--- config.mk ---
export PLATFORM = sky130hd
export DESIGN_NAME = cdm16_int_ctrl
export DESIGN_NICKNAME = d
export VERILOG_FILES = /design/src/rtl/cdm16_int_ctrl.sv
export SDC_FILE = /design/constraint.sdc
export NUM_CORES = 1
export LEC_CHECK = 0
export ABC_AREA = 1
export BUFFER_PORTS_ARGS = -buffer_cell sky130_fd_sc_hd__buf_2
export CAP_MARGIN = 5
export CORE_UTILIZATION = 52
export CTS_CLUSTER_SIZE = 40
export DETAILED_ROUTE_END_ITERATION = 7
export GPL_TIMING_DRIVEN = 0
export PLACE_DENSITY = 0.78
export SYNTH_ARGS = -nofsm -noshare
export SYNTH_HDL_FRONTEND = slang
export SYNTH_SLANG_ARGS = --single-unit
--- constraint.sdc ---
create_clock -name input_clock_i -period 1.4 [get_ports input_clock_i]
set_input_delay 0.28 -clock input_clock_i [delete_from_list [all_inputs] [get_ports input_clock_i]]
set_output_delay 0.28 -clock input_clock_i [all_outputs]
set_load 0.03 [all_outputs]
--- src/rtl/cdm16_int_ctrl.sv ---
// cdm16_int_ctrl: prioritising interrupt controller feeding the cdm16 core
// Ports:
//   input_clock_i  system clock, shared with the core
//   reset_i        asynchronous active-high reset
//   src_i          raw interrupt lines, asynchronous
//   en_mask_i      per-source enable (blocks selection, not edge latching)
//   iack_i         core IAck handshake
//   irq_o          interrupt request to the core
//   int_vec_o      6-bit vector, frozen while a request is outstanding
//   pending_o      edge latches for edge sources, synced level for level sources
//   busy_o         FSM not idle
module cdm16_int_ctrl #(
  parameter int NUM_SRC = 8,
  parameter int VEC_BASE = 16,
  parameter logic [NUM_SRC-1:0] EDGE_MASK = '1
) (
  input  logic               input_clock_i,
  input  logic               reset_i,
  input  logic [NUM_SRC-1:0] src_i,
  input  logic [NUM_SRC-1:0] en_mask_i,
  input  logic               iack_i,
  output logic               irq_o,
  output logic [5:0]         int_vec_o,
  output logic [NUM_SRC-1:0] pending_o,
  output logic               busy_o
);
  localparam int SW = NUM_SRC > 1 ? $clog2(NUM_SRC) : 1;
  if (NUM_SRC < 1 || NUM_SRC > 16 || VEC_BASE < 0 || VEC_BASE + NUM_SRC - 1 > 63) begin : g_bad_param
    $error("cdm16_int_ctrl: NUM_SRC/VEC_BASE out of range");
  end
  typedef enum logic [1:0] {IDLE, REQ, ACK, GAP} state_t;
  state_t state_q, state_d;
  logic [NUM_SRC-1:0] s1_q, s2_q, hist_q, pend_q, pend_d, clr, cand_m;
  logic [SW-1:0] sel_q, sel_d, cand;
  logic cand_v, irq_q, irq_d;
  logic [5:0] vec_q, vec_d;
  assign pending_o = (pend_q & EDGE_MASK) | (s2_q & ~EDGE_MASK);
  assign cand_m = pending_o & en_mask_i;
  // descending scan so the lowest set index is the one left standing
  always_comb begin
    cand = '0;
    cand_v = 1'b0;
    for (int i = NUM_SRC - 1; i >= 0; i--)
      if (cand_m[i]) begin
        cand = SW'(i);
        cand_v = 1'b1;
      end
  end
  // retire clear is applied before the new edge so a same-cycle re-trigger survives
  assign clr = (state_q == ACK && !iack_i) ? (EDGE_MASK & (NUM_SRC'(1) << sel_q)) : '0;
  assign pend_d = (pend_q & ~clr) | (s2_q & ~hist_q & EDGE_MASK);
  always_comb begin
    state_d = state_q;
    sel_d = sel_q;
    irq_d = irq_q;
    vec_d = vec_q;
    case (state_q)
      IDLE: begin
        irq_d = cand_v;
        sel_d = cand_v ? cand : sel_q;
        vec_d = cand_v ? 6'(VEC_BASE + int'(cand)) : 6'd0;
        state_d = cand_v ? REQ : IDLE;
      end
      REQ:
        if (iack_i) state_d = ACK;
        else if (!pending_o[sel_q] || !en_mask_i[sel_q]) begin
          irq_d = 1'b0;
          vec_d = 6'd0;
          state_d = IDLE;
        end
      ACK:
        if (!iack_i) begin
          irq_d = 1'b0;
          vec_d = 6'd0;
          state_d = GAP;
        end
      default: begin
        irq_d = 1'b0;
        vec_d = 6'd0;
        state_d = IDLE;
      end
    endcase
  end
  always_ff @(posedge input_clock_i or posedge reset_i)
    if (reset_i) begin
      s1_q <= '0;
      s2_q <= '0;
      hist_q <= '0;
      pend_q <= '0;
      state_q <= IDLE;
      sel_q <= '0;
      irq_q <= 1'b0;
      vec_q <= 6'd0;
    end else begin
      s1_q <= src_i;
      s2_q <= s1_q;
      hist_q <= s2_q;
      pend_q <= pend_d;
      state_q <= state_d;
      sel_q <= sel_d;
      irq_q <= irq_d;
      vec_q <= vec_d;
    end
  assign irq_o = irq_q;
  assign int_vec_o = vec_q;
  assign busy_o = state_q != IDLE;
endmodule

# Word-level counts from Yosys, hierarchy flattened

Cells that the tools add are included.

Input port bits: 19
Logic and storage cells: 68
Output and inout bits: 16
Register bits after elaboration: 44
RAM bits: 0
Memories: 0
Latch bits: 0
Bits in read-only memories: 0

Div/mod/pow operators: 0
Reduce and logical (&&, ||, !) cells: 10
Mux-type cells: 35
$mul: 0
Add/subtract/negate cells: 1
Eq/ne operators: 6
$lt $le $gt $ge: 1
Shift operators: 1
Bitwise operators: 6

Operators by type and width:

| kind                                                                  | count |
|---|---|
| 8-bit bitwise AND                                                     | 3 |
| 3-bit two-way mux                                                     | 8 |
| 6-bit two-way mux                                                     | 4 |
| 6-bit case mux with 3 select lines                                    | 1 |
| 8-bit inverter                                                        | 2 |
| 1-bit two-way mux                                                     | 14 |
| 8-bit two-way mux                                                     | 1 |
| 8-bit bitwise OR                                                      | 1 |
| 1-bit by 3-bit << shifter with 8-bit output (first input constant)    | 1 |
| 5-bit by 3-bit adder with 6-bit output (first input constant)         | 1 |
| 1-bit binary-select mux with 3-bit select                             | 2 |
| 2-bit two-way mux                                                     | 3 |
| 2-bit inequality test (second input constant)                         | 3 |
| 2-bit case mux with 3 select lines                                    | 1 |
| 3-bit by 4-bit < comparator with 1-bit output (second input constant) | 1 |
| 2-bit AND reduction                                                   | 2 |
| 1-bit logical NOT                                                     | 3 |
| 3-bit inequality test (second input constant)                         | 1 |
| 1-bit case mux with 3 select lines                                    | 1 |
| 3-bit AND reduction                                                   | 1 |
| 2-bit by 1-bit == test with 1-bit output (second input constant)      | 1 |
| 2-bit == test (second input constant)                                 | 1 |
| 2-bit logical NOT                                                     | 1 |
| 2-bit nonzero test                                                    | 1 |
| 2 further kinds                                                       | 2 |

# Longest topological paths before layout

Depth in word-level cells: 12
Mapped depth: 12
Depth with buffers taken out: 11

# Least setup slack after synthesis

No wires, ideal clock.

Path type: input to register
From: input pending_o[1]
To: register sel_q[1]
Arrival time: 1196 ps
Required time: 1266 ps
Path buffers: 0
Setup slack: 70 ps
Cell stages on the path: 9
Library setup time: 134 ps
Cells stage by stage: dfrtp_1 nand2_1 nand2_1 nor2_1 a21oi_2 inv_1 nor2_1 o21ai_0 o21ai_0

Longest elaborated chain between the ends: 4
Elaborated cells between the ends (all ways): 6
Classes of those cells: 4 x mux; 1 x bitwise; 1 x reduce/logical

RTL lines:

| what                            | RTL line | source |
|---|---|---|
| from (decl)                     | 24       | `output logic [NUM_SRC-1:0] pending_o,` |
| 8-bit bitwise AND (*)           | 38       | `assign cand_m = pending_o & en_mask_i;` |
| 1-bit two-way mux (2 in series) | 44       | `if (cand_m[i]) begin` |
| 2-bit AND reduction (no line)   | n/a      |  |
| to (signal assigned)            | 100      | `sel_q <= sel_d;` |
| to (decl)                       | 34       | `logic [SW-1:0] sel_q, sel_d, cand;` |

Mark *: on every way between the ends. The rest lies on a longest branch, timed or not.
A chain may end at the register's enable or synchronous reset.

# Worst setup path in the final report

From: input sel_q[0]
To: register vec_q[1], in the netlist int_vec_o[1]

Longest elaborated chain between the ends: 6
Elaborated cells between the ends (all ways): 9
Classes of those cells: 1 x eq/ne; 4 x mux; 4 x reduce/logical

RTL lines:

| what                                      | RTL line | source |
|---|---|---|
| 1-bit binary-select mux with 3-bit select | 66       | `else if (!pending_o[sel_q] \|\| !en_mask_i[sel_q]) begin` |
| 1-bit two-way mux (implied by the code)   | 66       |  |
| 1-bit logical NOT                         | 66       |  |
| 1-bit logical OR (*)                      | 66       |  |
| 2-bit inequality test (no line) (*)       | n/a      |  |
| 3-bit AND reduction (no line) (*)         | n/a      |  |
| to (signal assigned)                      | 102      | `vec_q <= vec_d;` |
| to (decl)                                 | 36       | `logic [5:0] vec_q, vec_d;` |

Mark *: on every way between the ends. The rest lies on a longest branch, timed or not. The select of a mux whose other input is x is not followed.

==> summary.txt <==
Run status
  • Status: finished with violations
  • Failing checks: design-rule violations, negative setup slack

Detailed routing
  • WL final: 3.18 mm
  • Routed len/inst: 12.5 um
  • DR iter-0 viols: 75
  • DRC: 4
  • Pre-antenna DRT Iters: 8
  • Via-per-instance ratio: 5.14
  • Antenna-violating nets left: 0
  • Vias: 1,311

Clock network
  • CTS Sinks: 41
  • Clock H-tree levels: 2
  • Num CTS Buffers: 5
  • Clk Latency, worst-skew pair: 350 ps
  • TritonCTS clock tree: done
  • Clock slew at reported path FFs: around 130 ps
  • Root Driver: clkbuf_4
  • Bufs on Longest Clock Path: 2

Yosys
  • Register bit total from synthesis: 41
  • Post-synthesis cell area: around 1600 um^2
  • Syn Area/Cell: just over 9 um^2
  • Synthesis Warnings: 0
  • Sequential-to-total area share from yosys stat: 0.646
  • Synthesized instance count: 174
  • Library cells used by synthesis: 12

Global routing
  • Vias in the first global route: 1,265
  • Largest net degree at the start of global routing: 42
  • Antenna violations before repair: 0
  • First-pass GRT wire length: approximately 5.0 mm
  • GR Overflow Total: 0
  • GRT Total Usage: 0.208

Floorplan
  • Die width: around 57 um
  • I/O Pins: 35
  • Initial Utilization: 0.562
  • Std-Cell Rows: 19
  • Core ar.: about 2800 um^2
  • Die Ht: 57.3 um
  • Die Footprint: 3280 um^2

Critical path
  • CP Launch Type: register
  • Crit Path Class: reg2reg
  • Critical-path cell list: inv_2 -> buf_6 -> nand2_1 -> nand2_1 -> nand2_1 -> nand2_1 -> nand3_2 -> nand2_2 -> nand2_2 -> nand2_4 -> nand2_1 -> nand2_1
  • CP endpoint kind: register
  • Max stage delay on crit path: around 420 ps
  • Top delay family on crit path: simple AND/OR/NAND/NOR gates
  • Slowest cell on the critical path: dfrtp_1
  • WP data required: about 1700 ps
  • Worst reg2reg startpoint: sel_q[0]
  • CP max FO: 5
  • Crit path DAT: 1710 ps
  • Register-to-register setup slack: -8 ps
  • FF-to-FF End: int_vec_o[1]
  • CP Buf/Inv Count: 2
  • Worst reg2reg path depth: 12
  • Most used cell, CP: nand2_1

Min path
  • HP Start: src_i[4]
  • Hold Path Depth: 1
  • Hold WC Path Type: in2reg
  • Hold Path End: s1_q[4]

Cells and area
  • Commonest non-fill, non-tap cell in the layout: nand2_1
  • Fillers: 220
  • Most frequent cells in the layout: nand2_1, dfrtp_1, buf_2
  • Seq. cell area: 1030 um^2
  • Antenna Cells: 0
  • Nets@finish: 242
  • Ratio of cells with drive above 1 in the final layout: 0.304
  • Multi-input logic area: about 510 um^2
  • Area delta synth->final: 25.9%

STA
  • RSZ-0062 raised after global routing: true
  • Fin crit period: 1410 ps
  • Final period util: 1.01
  • Clock Skews: 13.5 ps
  • Final Slew Violations: 0
  • Final setup vio count: 1
  • Fmax: 0.710 GHz
  • Hold Slack: roughly 25 ps
  • Slew @ Worst Pin: 812 ps
  • Final hold vios: 0
  • Setup TNS: -7.97 ps
  • Slew headroom: 0.458
  • Final worst slack: -7.97 ps

Power
  • PwrDens: 1850 nW/um^2
  • Leak: 1.05 nW
  • Worst vdd ir: approximately 1.1 mV

Job
  • Max cap viols: 0

Placed design
  • Dpl hpwl: 2.22 mm
  • PortBufs: 32
  • Gpl congestion: around 0.94
-- stage by stage --
step | instance area, um^2 | instances | worst slack [ps] | power (mW) | util
after floorplan | 1590 | 175 | 69.6 | 2.32 | -
after global placement | 1790 | 238 | -240 | 2.57 | 0.633
after detailed placement | 1790 | 238 | 56.5 | 2.62 | 0.633
after CTS | 1910 | 249 | 16.7 | 3.48 | 0.674
after global routing | 2000 | 255 | -126 | 3.91 | 0.707
final | 2000 | 255 | -7.97 | 3.69 | 0.707
-- area by class of cell --
type                    instances  area share
inverters                      16      0.0300
well taps                      31      0.0194
multi-input cells             113       0.256
repair buffers                 41       0.117
flip-flops and latches         41       0.513
clock inverters                 3      0.0231
plain buffers                   5      0.0225
clock buffers                   5      0.0188
-- synthesized netlist by cell type --
| master | number | area (um^2) |
|---|---|---|
| a21oi_1 | 1 | 5.00 |
| a21oi_2 | 1 | 8.76 |
| buf_4 | 4 | 30.0 |
| buf_6 | 1 | 11.3 |
| conb_1 | 1 | 3.75 |
| dfrtp_1 | 41 | 1030 |
| inv_1 | 16 | 60.1 |
| nand2_1 | 74 | 278 |
| nand2_2 | 1 | 6.26 |
| nand3_1 | 5 | 25.0 |
| nor2_1 | 8 | 30.0 |
| o21ai_0 | 21 | 105 |
-- metal layers --
layer / up-vias / GRT usage / part of all wire
met1: 619 / 0.234 / 0.42
met3: 8 / 0.0658 / 0.054
met2: 53 / 0.365 / 0.51
met4: 0 / 0.0906 / 0.019
li1: 631 / - / -
met5: - / 0 / 0
-- sequential cells by signal, summed over array words and instances, names as in the netlist --
signal,count
int_vec_o,4
sel_q,3
pending_o,8
s1_q,8
hist_q,8
s2_q,8
state_q,2
-- worst max path at each step --
stage / startpoint / to / cells after the start / slack [ps]
floorplan: pending_o[1] / sel_q[1] / 8 / 70
global placement: reset_i / pending_o[6] / 2 / -240
detailed placement: pending_o[4] / sel_q[1] / 8 / 60
CTS: state_q[0] / busy_o / 3 / 20
global route: sel_q[0] / int_vec_o[1] / 12 / -130
finish: sel_q[0] / int_vec_o[1] / 12 / -8
-- repair_timing --
action / CTS / global route
resized for setup: 4 / 18
endpoints found under the setup margin: 1 / 12
hold buffers: 0 / 0
pin swaps: 1 / 6
buffers inserted: 3 / 5
cloned: 0 / 1
-- cell families (layout without fill, tap and decap cells) --
kind of cell,after synthesis,count (layout),synth area share
flops,41,41,0.646
buf+inv,21,70,0.0638
other cells,1,2,0.00236
compound gates,23,23,0.0748
simple gates,88,88,0.213
-- where the power goes --
| part | switching [mW] | leakage (nW) | internal (mW) |
|---|---|---|---|
| combinational | 0.894 | 0.545 | 0.564 |
| sequential | 0.116 | 0.467 | 1.35 |
| clock | 0.393 | 0.0414 | 0.378 |
| total | 1.40 | 1.05 | 2.29 |
No activity file was read; power rests on OpenSTA's default activity.
